## config.mk

```make
export PLATFORM = sky130hd
export DESIGN_NAME = branch_update_scheduler
export DESIGN_NICKNAME = d
export VERILOG_FILES = /design/src/rtl/branch_update_scheduler.sv
export SDC_FILE = /design/constraint.sdc
export NUM_CORES = 1
export LEC_CHECK = 0
export ABC_AREA = 1
export CAP_MARGIN = 20
export CORE_MARGIN = 3
export CORE_UTILIZATION = 49
export DETAILED_ROUTE_END_ITERATION = 8
export GPL_TIMING_DRIVEN = 0
export PLACE_DENSITY_LB_ADDON = 0.2
export SLEW_MARGIN = 20
export SYNTH_ARGS = -nofsm -noshare
export SYNTH_HDL_FRONTEND = slang
export SYNTH_SLANG_ARGS = --single-unit
export TNS_END_PERCENT = 10
```

## constraint.sdc

```tcl
create_clock -name clk -period 9 [get_ports clk]
set_input_delay 1.8 -clock clk [delete_from_list [all_inputs] [get_ports clk]]
set_output_delay 1.8 -clock clk [all_outputs]
set_load 0.01 [all_outputs]
```

## src/rtl/branch_update_scheduler.sv

```systemverilog
// Branch update scheduler: a 2-bit pattern-history table that takes one lookup
// or one drained update per cycle. Resolved branches from the execute and parse
// stages queue in a small FIFO. A starvation limit makes sure updates drain
// even while fetch keeps looking up.
module branch_update_scheduler #(
   parameter int         ENTRIES      = 16,
   parameter int         FIFO_DEPTH   = 4,
   parameter logic [1:0] INIT_STATE   = 2'b01,
   parameter int         STARVE_LIMIT = 3
) (
   input  logic                          clk,
   input  logic                          rst,
   input  logic                          flush,
   input  logic                          lookup_valid,
   input  logic [39:0]                   lookup_addr,
   output logic                          lookup_ready,
   output logic                          pred_valid,
   output logic                          pred_taken,
   input  logic                          upd_ex_valid,
   input  logic [39:0]                   upd_ex_addr,
   input  logic                          upd_ex_taken,
   input  logic                          upd_an_valid,
   input  logic [39:0]                   upd_an_addr,
   input  logic                          upd_an_taken,
   output logic                          upd_drop,
   output logic                          busy,
   output logic [$clog2(FIFO_DEPTH):0]   fifo_count
);

   localparam int IDX_W = $clog2(ENTRIES);
   localparam int CNT_W = $clog2(FIFO_DEPTH) + 1;
   localparam int PTR_W = (FIFO_DEPTH > 1) ? $clog2(FIFO_DEPTH) : 1;
   localparam int STV_W = (STARVE_LIMIT > 0) ? $clog2(STARVE_LIMIT + 1) : 1;

   typedef enum logic {INIT, RUN} state_t;

   state_t             state, stateNext;
   logic [IDX_W-1:0]   initIdx;
   logic [1:0]         phtTable [ENTRIES];
   logic [IDX_W-1:0]   fifoIdx [FIFO_DEPTH];
   logic               fifoTaken [FIFO_DEPTH];
   logic [PTR_W-1:0]   headPtr, tailPtr, anSlot;
   logic [CNT_W-1:0]   fifoCount;
   logic [CNT_W:0]     freeSlots;
   logic [STV_W-1:0]   starveCnt;
   logic               runActive, initWrite, fifoEmpty, fifoFull;
   logic               doDrain, doLookup, acceptEx, acceptAn;
   logic [1:0]         headCtr, headNext;
   logic [IDX_W-1:0]   lookupIdx, exIdx, anIdx, headIdx;
   logic               unusedAddrBits;

   assign lookupIdx = lookup_addr[IDX_W+1:2];
   assign exIdx     = upd_ex_addr[IDX_W+1:2];
   assign anIdx     = upd_an_addr[IDX_W+1:2];
   assign unusedAddrBits = ^{lookup_addr[39:IDX_W+2], lookup_addr[1:0],
                             upd_ex_addr[39:IDX_W+2], upd_ex_addr[1:0],
                             upd_an_addr[39:IDX_W+2], upd_an_addr[1:0]};

   function automatic logic [PTR_W-1:0] ptrInc(input logic [PTR_W-1:0] p);
      if (int'(p) == FIFO_DEPTH - 1) return '0;
      return p + 1'b1;
   endfunction

   // Arbitration, enqueue decisions and the saturating counter update for the FIFO head.
   // NOTE: every signal gets a default at the top so no path through this block infers a latch.
   always_comb begin
      stateNext = state;
      doDrain   = 1'b0;
      doLookup  = 1'b0;
      acceptEx  = 1'b0;
      acceptAn  = 1'b0;
      anSlot    = tailPtr;
      runActive = !rst && !flush && (state == RUN);
      initWrite = !rst && !flush && (state == INIT);
      fifoEmpty = (fifoCount == '0);
      fifoFull  = (fifoCount == CNT_W'(FIFO_DEPTH));
      headIdx   = fifoIdx[headPtr];
      headCtr   = phtTable[headIdx];
      headNext  = headCtr;
      if (fifoTaken[headPtr]) begin
         if (headCtr != 2'b11) headNext = headCtr + 2'b01;
      end else begin
         if (headCtr != 2'b00) headNext = headCtr - 2'b01;
      end
      if (initWrite && initIdx == IDX_W'(ENTRIES - 1)) stateNext = RUN;
      if (runActive) begin
         doDrain  = !fifoEmpty &&
                    (fifoFull || !lookup_valid || starveCnt == STV_W'(STARVE_LIMIT));
         doLookup = lookup_valid && !doDrain;
      end
      freeSlots = (CNT_W+1)'(FIFO_DEPTH) - {1'b0, fifoCount} + {{CNT_W{1'b0}}, doDrain};
      acceptEx  = runActive && upd_ex_valid && (freeSlots != '0);
      acceptAn  = runActive && upd_an_valid && (freeSlots > {{CNT_W{1'b0}}, acceptEx});
      if (acceptEx) anSlot = ptrInc(tailPtr);
   end

   assign lookup_ready = doLookup;
   assign upd_drop     = runActive && ((upd_ex_valid && !acceptEx) || (upd_an_valid && !acceptAn));
   assign busy         = (state == INIT);
   assign fifo_count   = fifoCount;

   // Control state: FSM, init walk, FIFO pointers, starvation counter, prediction register.
   // NOTE: sequential state uses non-blocking assignments so every register samples pre-edge values.
   always_ff @(posedge clk) begin
      if (rst || flush) begin
         state      <= INIT;
         initIdx    <= '0;
         headPtr    <= '0;
         tailPtr    <= '0;
         fifoCount  <= '0;
         starveCnt  <= '0;
         pred_valid <= 1'b0;
         pred_taken <= 1'b0;
      end else begin
         state      <= stateNext;
         if (state == INIT) initIdx <= initIdx + 1'b1;
         if (doDrain) headPtr <= ptrInc(headPtr);
         if (acceptEx && acceptAn) tailPtr <= ptrInc(ptrInc(tailPtr));
         else if (acceptEx || acceptAn) tailPtr <= ptrInc(tailPtr);
         fifoCount  <= fifoCount + CNT_W'(acceptEx) + CNT_W'(acceptAn) - CNT_W'(doDrain);
         if (doDrain || fifoEmpty) starveCnt <= '0;
         else if (doLookup) starveCnt <= starveCnt + 1'b1;
         pred_valid <= doLookup;
         pred_taken <= doLookup && phtTable[lookupIdx][1];
      end
   end

   // Table and FIFO payload storage.
   // NOTE: storage arrays are not reset; the table is filled by the INIT walk and FIFO slots are
   // only read once written.
   always_ff @(posedge clk) begin
      if (initWrite) phtTable[initIdx] <= INIT_STATE;
      else if (doDrain) phtTable[headIdx] <= headNext;
      if (acceptEx) begin
         fifoIdx[tailPtr]   <= exIdx;
         fifoTaken[tailPtr] <= upd_ex_taken;
      end
      if (acceptAn) begin
         fifoIdx[anSlot]   <= anIdx;
         fifoTaken[anSlot] <= upd_an_taken;
      end
   end

endmodule

```

==> run metrics <==
GRT Total Usage 20.0%; Worst Setup Start Kind primary input; Max FO, Critical Path 10; dpl cell area 4190 um^2; worst hold path class flip-flop to flip-flop; clock share of power 38.3%; share of cells above drive strength 1 11.4%; Worst setup EP type output port; Leak 1.81 nW; drt total wl 8.19 mm; Antenna Nets Post-Route 0; top_reg_cell synth edfxtp_1; # hold bufs at CTS 0; drt first pass iters 8; non-filler cells, final 582; GPL Wtd Cong 0.871; Syn-to-layout area delta 15.0%; global-route wire length before repair 13.5 mm; reg2reg path depth 18; DIE AREA 8860 um^2; Placed Instances 566; Gate power share 7.0%; chip width 94.1 um; post_cts resized 0; Critical Path RT 7.20 ns; port bufs 26; Switching Power 0.163 mW; setup violators final 0; number of post-CTS setup repair buffers 0; clock buffer count from CTS 9; status finished, final reports clean; Peak VDD IR 0.0906 mV; cell count after synthesis 441; r2r startpoint fifo_count[0]$_SDFF_PP0_; Vias per Instance 5.34; r2r endpoint fifo_count[1]$_SDFF_PP0_; CTS sink cnt 70; internal power 0.469 mW; Async S/R FF share, synth 0%; ANT cells 0; CTS tree built; switching portion of total power 25.7%; Setup TNS 0 ns; Design Power 0.632 mW; RSZ-0062 raised after global routing no; worst-margin pin slew 0.973 ns; CTS H-tree lvls 3; Flop pwr share 54.7%; vias in the first global route 2940; Initial Util 51.3%; clock latency on the worst-skew pair 0.35 ns; EDFF count, synth 52; Yosys warnings 0; CP Class primary input to output port; dpl hpwl 6.16 mm; initial antenna violation count 0; pwr dens 144 nW/um^2; # Max-Cap Violations 0; hold path depth 2; drt drc 0; Seq/Total Area, Yosys 50.5%; Synth Net Count 582; CTS Root Cell clkbuf_8; detailed-route via count 3109; synthesized flop and latch total 70; CTS clk-pin slew, worst paths 0.09 ns; routed wire length per instance 14.1 um; Worst Hold End starveCnt[1]$_SDFFE_PP0P_; Die H 94.1 um; HP Start starveCnt[1]$_SDFFE_PP0P_; hold violation total from the final report 0; drt initial violations 227; fin area 4380 um^2; Final min period 6.52 ns; num ports 136; Max Clk Rate 0.153 GHz; library cells used by synthesis 40; total grt overflow 0; FP Rows 31; crit path DAT 4.72 ns; largest net degree at the start of global routing 17; Avg Cell Area, Syn 8.63 um^2; Post-Syn Area 3800 um^2; core region area 7410 um^2; Final Max Slew Viols 0; NumNets Final 619; fin crit share 72.5%; R2R setup slack 5.53 ns; final setup skew 0.0134 ns; clk buf depth 2; Slew headroom 34.9%
-- metal layers --
| layer | part of all wire [%] | up-vias | track usage (%) |
|---|---|---|---|
| met3 | 6.8 | 19 | 5.05 |
| met1 | 44 | 1414 | 26.1 |
| met4 | 2.4 | 0 | 8.78 |
| met5 | 0 | - | 0 |
| li1 | - | 1567 | - |
| met2 | 47 | 109 | 31.3 |
-- cells in the mapped netlist, drive strengths merged, types with 4 or more instances --
master	instances	area share, %
a21oi	17	2.8
nor2	36	4.1
buf	9	1.7
or2	4	0.72
nand3	81	11
nand2	135	14
ha	11	3.6
dfxtp	18	9.5
edfxtp	52	41
o21ai	13	1.8
inv	41	4.3
nand3b	4	0.79
-- registers in the layout, indices dropped and copies added, names as in the netlist, named ones only --
name / flops
initIdx: 4
fifoTaken: 4
headPtr: 2
state: 1
pred_taken: 1
phtTable: 32
starveCnt: 2
tailPtr: 2
fifo_count: 3
pred_valid: 1
fifoIdx: 16
-- final cells by class --
cell class                 count  area [um^2]
tap                           99          124
clock buffer                   9          124
fill                         650         3030
timing repair buffer          26          260
sequential                    70         1920
buffer                        10         68.8
clock inverter                 7         63.8
multi-input combinational    319         1640
inverter                      42          169
-- metrics by stage --
step | hold slack [ns] | utilization [%] | setup WS, ns
final | 0.482 | 59.1 | 2.48
after global routing | 0.510 | 59.1 | 2.21
after CTS | 0.489 | 59.1 | 2.43
after detailed placement | 0.477 | 56.5 | 2.45
after global placement | 0.453 | 56.5 | 2.50
after floorplan | 0.446 | - | 3.70
-- cells by family (layout without fill, tap and decap cells) --
| logic type | Yosys count | after routing | synth area share, % |
|---|---|---|---|
| simple gates | 263 | 263 | 31.1 |
| xor+xnor | 3 | 3 | 0.691 |
| buf+inv | 52 | 94 | 6.25 |
| fa+ha+maj | 13 | 13 | 4.67 |
| compound gates | 40 | 40 | 6.81 |
| flops | 70 | 70 | 50.5 |
-- worst max-delay path, stage by stage --
cell             delay (ns)
clkdlybuf4s50_1        0.44
nor2_4                 0.24
inv_6                  0.08
nor2_4                 0.15
nand2_1                0.16
ha_1                   0.23
inv_2                  0.06
ha_1                   0.18
nand3_2                0.09
a211oi_2               0.33
nand2_2                0.19
o22ai_1                0.20
clkdlybuf4s50_1        0.56
-- cells in the final DEF (no fill, tap or decap), drive strengths merged --
master,instances
a211oi,1
a21oi,17
a221oi,1
a22oi,1
a31oi,1
a32o,1
a32oi,2
and3,1
buf,9
clkbuf,10
clkdlybuf4s50,26
clkinv,1
clkinvlp,2
dfxtp,18
edfxtp,52
fa,2
ha,11
inv,46
nand2,135
nand3,81
nand3b,4
nor2,36
nor3,2
o21a,1
o21ai,13
o22ai,2
or2,4
xnor2,1
xor2,2
-- power by group through the flow --
stage	clock, mW	sequential [mW]	combinational [mW]
floorplan	0	0.353	0.0266
global placement	0	0.353	0.0429
detailed placement	0	0.353	0.0440
CTS	0.247	0.346	0.0441
global route	0.260	0.346	0.0494
finish	0.242	0.346	0.0445
-- worst max path at each step --
stage               slack, ns  depth (start not counted)        to  startpoint
finish                   2.48                         13  upd_drop       flush
global route             2.21                         13  upd_drop       flush
CTS                      2.43                         13  upd_drop       flush
detailed placement       2.45                         13  upd_drop       flush
global placement         2.50                         12  upd_drop       flush
floorplan                3.70                         10  upd_drop       flush
(Power assumes the default switching activity.)
